File: src/rtl/bus_defs.sv
// Shared definitions for the internal-bus arbiter: source indices and FSM encoding.
package bus_defs;

    localparam int unsigned N_REQ = 8;

    localparam int unsigned SRC_AR  = 0;
    localparam int unsigned SRC_PC  = 1;
    localparam int unsigned SRC_DR  = 2;
    localparam int unsigned SRC_AC  = 3;
    localparam int unsigned SRC_IR  = 4;
    localparam int unsigned SRC_TR  = 5;
    localparam int unsigned SRC_MEM = 6;
    localparam int unsigned SRC_IO  = 7;

    typedef enum logic {
        ST_IDLE = 1'b0,
        ST_BUSY = 1'b1
    } state_e;

endpackage

File: src/rtl/bus_arbiter_if.sv
// Request/grant bundle between the bus sources and the arbiter.
interface bus_arbiter_if #(
    parameter int unsigned N_REQ = bus_defs::N_REQ
);
    localparam int unsigned ID_W = $clog2(N_REQ);

    logic [N_REQ-1:0] req;
    logic [N_REQ-1:0] grant;
    logic [ID_W-1:0]  grant_id;
    logic             busy;
    logic             timeout;

    modport master (
        input  req,
        output grant,
        output grant_id,
        output busy,
        output timeout
    );

    modport slave (
        output req,
        input  grant,
        input  grant_id,
        input  busy,
        input  timeout
    );
endinterface

File: src/rtl/rr_pick.sv
// Combinational round-robin pick: first set request at or after ptr, wrapping.
module rr_pick #(
    parameter int unsigned N_REQ = 8,
    parameter int unsigned ID_W  = $clog2(N_REQ)
) (
    input  logic [N_REQ-1:0] req_i,
    input  logic [ID_W-1:0]  ptr_i,
    output logic             found_o,
    output logic [ID_W-1:0]  winner_o
);
    always_comb begin
        found_o  = 1'b0;
        winner_o = '0;
        for (int unsigned i = 0; i < N_REQ; i++) begin
            int unsigned idx;
            idx = int'(ptr_i) + i;
            if (idx >= N_REQ) idx = idx - N_REQ;
            if (!found_o && req_i[idx]) begin
                found_o  = 1'b1;
                winner_o = ID_W'(idx);
            end
        end
    end
endmodule

File: src/rtl/bus_arbiter.sv
// Round-robin owner of the shared 8-bit internal bus with registered one-hot grant and hold timeout.
module bus_arbiter
    import bus_defs::*;
#(
    parameter int unsigned N_REQ    = bus_defs::N_REQ,
    parameter int unsigned MAX_HOLD = 16
) (
    input  logic          clk,
    input  logic          rst,
    bus_arbiter_if.master bus
);
    localparam int unsigned ID_W  = $clog2(N_REQ);
    localparam int unsigned CNT_W = (MAX_HOLD > 0) ? $clog2(MAX_HOLD + 1) : 1;

    state_e           state_q, state_d;
    logic [ID_W-1:0]  ptr_q, ptr_d;
    logic [CNT_W-1:0] cnt_q, cnt_d;
    logic [N_REQ-1:0] grant_q, grant_d;
    logic [ID_W-1:0]  id_q, id_d;
    logic             busy_q, busy_d;
    logic             timeout_q, timeout_d;

    logic             found;
    logic [ID_W-1:0]  winner;

    rr_pick #(.N_REQ(N_REQ), .ID_W(ID_W)) u_pick (
        .req_i    (bus.req),
        .ptr_i    (ptr_q),
        .found_o  (found),
        .winner_o (winner)
    );

    always_ff @(posedge clk or posedge rst) begin
        if (rst) begin
            state_q   <= ST_IDLE;
            ptr_q     <= '0;
            cnt_q     <= '0;
            grant_q   <= '0;
            id_q      <= '0;
            busy_q    <= 1'b0;
            timeout_q <= 1'b0;
        end else begin
            state_q   <= state_d;
            ptr_q     <= ptr_d;
            cnt_q     <= cnt_d;
            grant_q   <= grant_d;
            id_q      <= id_d;
            busy_q    <= busy_d;
            timeout_q <= timeout_d;
        end
    end

    always_comb begin
        state_d   = state_q;
        ptr_d     = ptr_q;
        cnt_d     = cnt_q;
        grant_d   = grant_q;
        id_d      = id_q;
        busy_d    = busy_q;
        timeout_d = 1'b0;
        unique case (state_q)
            ST_IDLE: begin
                if (found) begin
                    grant_d         = '0;
                    grant_d[winner] = 1'b1;
                    id_d            = winner;
                    busy_d          = 1'b1;
                    ptr_d           = (winner == ID_W'(N_REQ - 1)) ? '0 : winner + ID_W'(1);
                    cnt_d           = CNT_W'(1);
                    state_d         = ST_BUSY;
                end
            end
            ST_BUSY: begin
                // Release takes priority so a simultaneous expiry never pulses timeout.
                if (!bus.req[id_q]) begin
                    grant_d = '0;
                    busy_d  = 1'b0;
                    state_d = ST_IDLE;
                end else if (MAX_HOLD != 0 && cnt_q == CNT_W'(MAX_HOLD)) begin
                    grant_d   = '0;
                    busy_d    = 1'b0;
                    timeout_d = 1'b1;
                    state_d   = ST_IDLE;
                end else if (MAX_HOLD != 0) begin
                    cnt_d = cnt_q + CNT_W'(1);
                end
            end
            default: state_d = ST_IDLE;
        endcase
    end

    assign bus.grant    = grant_q;
    assign bus.grant_id = id_q;
    assign bus.busy     = busy_q;
    assign bus.timeout  = timeout_q;
endmodule
File: src/flat_wrapper.sv
// flat-port wrapper written by rule: the top's interface ports become plain ports
module bus_arbiter_flat import bus_defs::*;
#(
    parameter int unsigned N_REQ    = bus_defs::N_REQ,
    parameter int unsigned MAX_HOLD = 16
)
  (clk, rst, bus_req, bus_grant, bus_grant_id, bus_busy, bus_timeout);
  bus_arbiter_if #(.N_REQ(N_REQ)) bus_i ();
  input  logic clk;
  input  logic rst;
  input wire logic [$bits(bus_i.req)-1:0] bus_req;
  output wire logic [$bits(bus_i.grant)-1:0] bus_grant;
  output wire logic [$bits(bus_i.grant_id)-1:0] bus_grant_id;
  output wire logic [$bits(bus_i.busy)-1:0] bus_busy;
  output wire logic [$bits(bus_i.timeout)-1:0] bus_timeout;
  assign bus_i.req = bus_req;
  assign bus_grant = bus_i.grant;
  assign bus_grant_id = bus_i.grant_id;
  assign bus_busy = bus_i.busy;
  assign bus_timeout = bus_i.timeout;
  bus_arbiter #(.N_REQ(N_REQ), .MAX_HOLD(MAX_HOLD)) u_core (.clk(clk), .rst(rst), .bus(bus_i));
endmodule
File: config.mk
export PLATFORM = sky130hd
export DESIGN_NAME = bus_arbiter_flat
export DESIGN_NICKNAME = d
export VERILOG_FILES = /design/src/rtl/bus_defs.sv /design/src/rtl/bus_arbiter_if.sv /design/src/rtl/rr_pick.sv /design/src/rtl/bus_arbiter.sv /design/src/flat_wrapper.sv
export SDC_FILE = /design/constraint.sdc
export NUM_CORES = 1
export LEC_CHECK = 0
export ABC_AREA = 1
export BUFFER_PORTS_ARGS = -buffer_cell sky130_fd_sc_hd__buf_4
export CAP_MARGIN = 25
export CORE_MARGIN = 1
export CORE_UTILIZATION = 30
export CTS_BUF_LIST = sky130_fd_sc_hd__clkbuf_8
export CTS_CLUSTER_SIZE = 30
export DETAILED_ROUTE_END_ITERATION = 16
export SLEW_MARGIN = 0
export SYNTH_ARGS = -nofsm -noshare
export SYNTH_HDL_FRONTEND = slang
export SYNTH_SLANG_ARGS = --single-unit
File: constraint.sdc
create_clock -name clk -period 3.25 [get_ports clk]
set_input_delay 0.325 -clock clk [delete_from_list [all_inputs] [get_ports clk]]
set_output_delay 0.325 -clock clk [all_outputs]
set_load 0.01 [all_outputs]
Word level (Yosys, flattened, before mapping):

Index checks and enable logic that the tools add are counted.

* reduce and logical (&&, ||, !) cells: 18
* mux-type cells: 64
* $lt $le $gt $ge: 19
* add/subtract/negate cells: 17
* equal/unequal tests: 6
* bitwise operators: 1

Operators with widths (count)
* 32-bit by 4-bit less-than comparator with 1-bit output (second input constant): 8
* 32-bit 2-to-1 mux: 8
* 4-bit by 4-bit subtractor with 5-bit output (second input constant): 7
* 4-bit >= comparator (second input constant): 7
* 1-bit binary-select mux with 3-bit select: 9
* 1-bit 2-to-1 mux: 27
* 3-bit 2-to-1 mux: 9
* 8-bit 2-to-1 mux: 3
* 3-bit by 3-bit adder with 4-bit output (second input constant): 4
* 8-bit case mux with 2 select lines: 1
* 5-bit 2-to-1 mux: 3
* 5-bit case mux with 2 select lines: 1
* 3-bit by 2-bit adder with 4-bit output (second input constant): 2
* 1-bit logical AND: 8
* 3-bit by 4-bit less-than comparator with 1-bit output (second input constant): 2
* 1-bit zero test: 7
* 5-bit by 1-bit adder with 5-bit output (second input constant): 1
* 5-bit == test (second input constant): 1
* 3-bit by 4-bit subtractor with 5-bit output (second input constant): 1
* 3-bit by 1-bit adder with 4-bit output (second input constant): 1
* 3-bit by 4-bit >= comparator with 1-bit output (second input constant): 1
* 2-bit != test (second input constant): 2
* 1-bit case mux with 2 select lines: 2
* 2-bit AND reduction: 2
* 8 further kinds: 8

* bits in registers: 22
* input bits: 10
* logic and storage cells: 132
* output and inout bits: 13

Logic depth before layout (Yosys ltp):

* word-level depth: 32
* mapped depth: 22
* mapped depth without buffers: 20

Cells and area by module:

Synthesis repeated with hierarchy kept, for this count alone.

* cell total of the unflattened synthesis: 279
* area total of the unflattened synthesis: 1843.0 µm²

Modules (own cells, without submodules)
* bus_arbiter: cells an instance 143, instances 1, area each 1141.1 µm², seq. area each 550.5 µm²
* rr_pick: cells an instance 136, instances 1, area each 701.9 µm², seq. area each 0.0 µm²

Worst setup path after synthesis:

Ideal clock, no wire load.

* kind: reg2reg
* start: register u_core.ptr_q[0]
* end: register u_core.ptr_q[1]
* path slack: 765 ps
* clock period less this slack: 2485 ps
* setup time: 128 ps
* data arrival time: 2357 ps
* required time: 3122 ps
* path buffers: 2
* stages on the path, launching flop included: 19
* cells stage by stage: dfrtp_1 buf_6 inv_2 buf_6 ha_1 inv_1 nand3_1 nand3_2 nand2_4 nor2_8 nand4_4 nor2_4 nand3b_2 nand2_4 inv_2 nand2_2 inv_2 nand2_2 o211ai_2

* cells in the longest elaborated chain, start to end: 28
* elaborated cells on any way between the ends: 81
* classes of those cells: 16 x add/sub; 8 x order compare; 1 x eq/ne; 41 x mux; 15 x reduce/logical

Ends and longest elaborated chain
* from (decl): RTL line bus_arbiter.sv:16 `logic [ID_W-1:0] ptr_q, ptr_d;`
* from (signal assigned): RTL line bus_arbiter.sv:44 `ptr_q <= ptr_d;`
* parallel branches: the longest is 28 deep, another holds 4-bit by 4-bit subtractor with 5-bit output

Several ways; the timed one is not identified. The select of a mux whose other input is x is not followed.
A chain may end at the register's enable or synchronous reset.

Final worst setup path:

* start: register u_core.ptr_q[0]
* end: register u_core.grant_q[2], in the netlist u_core.bus.grant[2]

* cells in the longest elaborated chain, start to end: 32
* elaborated cells on any way between the ends: 86
* classes of those cells: 15 x add/sub; 10 x order compare; 1 x eq/ne; 44 x mux; 16 x reduce/logical

Ends and longest elaborated chain
* parallel branches: the longest is 32 deep, another holds 4-bit by 4-bit subtractor with 5-bit output
* to (signal assigned): RTL line bus_arbiter.sv:46 `grant_q <= grant_d;`
* to (decl): RTL line bus_arbiter.sv:18 `logic [N_REQ-1:0] grant_q, grant_d;`

Several ways; the timed one is not identified. The select of a mux whose other input is x is not followed.

==> reports/metrics.cfg <==
[outcome]
status = completed

[layout]
drive_above_1_share_pct = 24.2
postLayoutCellArea_mm2 = 0.00206
utilization_pct = 36.7
diodes = 0
nNetsFinal = 284
seqCellArea_um2 = 551
nFillCells = 629
multiInputGateArea_mm2 = 0.00105
area_growth_pct = 15.8

[timing]
setup-tns-final_ns = 0
setup_slack_ns = 0.400
hold_viol_final = 0
slew_headroom_pct = 44.3
rsz0062_at_grt = no
setup-violations-final = 0
period_share_pct = 87.7
tightest_slew_ns = 0.834
fin_skew_ns = 0.00317
min_period_ns = 2.85
maxSlewViolCount = 0
fmax_mhz = 351

[placement]
finalWeightedCongestion = 0.865
place_ws_ns = 0.427
dpl-instance-area_mm2 = 0.00200
post-dp-hpwl_mm = 3.20
port_buffers = 22

[logic_synthesis]
synth_area_mm2 = 0.00178
ys_warn_count = 0
yosys.cell_types.count = 32
syn_inst = 246
ys_seq_elements = 22
synth_seq_area_share_pct = 31.0
syn-mean-instance-area_um2 = 7.22
syn_nets = 260

[clocking]
cts_hold_buffers = 0
cts_setup_buffers = 0
clkTransAtPathRegs_ns = 0.08
ctsResizeCount = 0
cts_tree = yes
cts_buffer_depth = 2
clock-sinks = 22
cts-root-buf = clkbuf_8
h-tree-depth = 1
cts_buffers = 3
clkLatencyLatePin_ns = 0.26

[setup_path]
required_ns = 3.39
startpoint_type = register
end_kind = register
rr_startpoint = u_core.ptr_q[0]
cp_max_fo = 11
ff2ff_path_depth = 16
reg2reg_to = u_core.bus.grant[2]
rrSetupSlack_ns = 0.40
path_class = register to register
crit_arrival_ns = 2.99

[drt]
drt-vias-per-instance = 4.64
wl_per_cell_um = 11.5
firstDrtPassIters = 4
vias = 1581
ant_nets = 0
drc = 0
wl_mm = 3.93
drt_iter0_drc = 91

[die]
dieHeight_um = 79.0
floorplan.die_area_mm2 = 0.00623
core_area_mm2 = 0.00561
rows = 27
start_util_pct = 31.7
ios = 23
die_w_um = 79.0

[global_route]
grt_pass1_wl_mm = 7.03
antenna_found_initial = 0
grt_usage_pct = 14.0
gr-total-overflow = 0
grt_max_degree = 23
grt_pass1_vias = 1580

[worst_hold_path]
holdCritPathClass = primary input to async pin

[run]
drv_cap = 0

==> worst max-delay path: stages, from the launching register on <==
cell and delay (ns):
dfrtp_1 0.53, inv_2 0.19, ha_1 0.41, inv_1 0.20, nand3_1 0.15, nand3_2 0.13, nand2_4 0.08, nor2_8 0.12
nand4_4 0.12, nor2_4 0.17, nand3b_2 0.12, nand2_4 0.13, inv_2 0.08, nand2_2 0.09, inv_2 0.05, nand2_2 0.06
o22ai_1 0.07
==> per-stage QoR <==
stage / std cells / hold slack, ns
6_report: 341 / 0.232
5_1_grt: 341 / 0.327
4_1_cts: 341 / 0.256
3_5_place_dp: 337 / 0.517
3_3_place_gp: 337 / 0.523
2_1_floorplan: 246 / 0.314
==> synthesized netlist by cell type <==
cell / count / area, um^2
nand2_1: 58 / 218
inv_1: 31 / 116
nand3_1: 28 / 140
dfrtp_1: 22 / 551
nor2_1: 22 / 82.6
nand2_2: 12 / 75.1
o21ai_0: 12 / 60.1
nand3_2: 9 / 90.1
o21ai_1: 6 / 30.0
o22ai_1: 6 / 37.5
inv_2: 5 / 18.8
ha_1: 4 / 50.1
xor2_1: 4 / 35.0
nand2_4: 3 / 33.8
nand4_1: 3 / 18.8
buf_4: 2 / 15.0
buf_6: 2 / 22.5
mux2i_1: 2 / 20.0
xnor2_1: 2 / 17.5
a31oi_2: 1 / 12.5
clkinv_1: 1 / 3.75
nand3b_2: 1 / 11.3
nand4_4: 1 / 21.3
nor2_2: 1 / 6.26
nor2_4: 1 / 11.3
nor2_8: 1 / 20.0
nor3_1: 1 / 5.00
o211ai_2: 1 / 12.5
o21ai_2: 1 / 8.76
o21bai_1: 1 / 7.51
o221ai_1: 1 / 8.76
xnor2_2: 1 / 16.3
==> cells in the final DEF, fill, tap and decap left out, types with 5 or more instances in the layout <==
cell type  instances
nand3_1           28
inv_1             31
nand3_2            9
dfrtp_1           22
nor2_1            22
buf_4             23
o22ai_1            6
o21ai_1            6
nand2_2           12
nand2_1           58
inv_2              5
o21ai_0           12
==> state kept, by name, summed over array words and instances, names as in the netlist <==
register,count
u_core.bus.grant_id,3
u_core.cnt_q,5
u_core.bus.busy,1
u_core.state_q,1
u_core.bus.grant,8
u_core.ptr_q,3
u_core.bus.timeout,1
==> cell type report <==
cell class / instances / share of cell area (%)
multi-input cells: 183 / 51.0
flip-flops and latches: 22 / 26.8
repair buffers: 23 / 8.39
inverters: 37 / 6.75
well taps: 72 / 4.38
clock buffers: 4 / 2.68
==> routing by layer <==
metal | global-route usage (%) | up-vias | share of wire (%) | routed length [um]
met4 | 3.64 | 0 | 0.97 | 38
met5 | 0 | - | 0 | 0
met1 | 18.9 | 715 | 50 | 1970
met2 | 24.1 | 19 | 47 | 1870
li1 | - | 841 | - | -
met3 | 0.805 | 6 | 1.5 | 58
==> worst max-delay path by stage <==
stage,cells after the start,end,startpoint
6_report,16,u_core.bus.grant[2],u_core.ptr_q[0]
5_1_grt,18,u_core.bus.grant[0],u_core.ptr_q[0]
4_1_cts,16,u_core.bus.grant[2],u_core.ptr_q[0]
3_5_place_dp,16,u_core.bus.grant[2],u_core.ptr_q[0]
3_3_place_gp,16,u_core.bus.grant[1],u_core.ptr_q[0]
2_1_floorplan,18,u_core.ptr_q[1],u_core.ptr_q[0]
==> cell families (layout without fill, tap and decap cells) <==
kind of cell             Yosys count  count (layout)  synth area share [%]
buffers and inverters             41              64                  9.93
adder cells (fa/ha/maj)            4               4                  2.82
AO/OA/AOI/OAI                     29              29                  10.0
AND/OR/NAND/NOR                  141             141                  41.3
XOR/XNOR                           7               7                  3.87
flip-flops                        22              22                  31.0
multiplexers                       2               2                  1.13
Power is not shown: default switching activity piles up to over one toggle a cycle in this logic, so the estimate is an artifact.
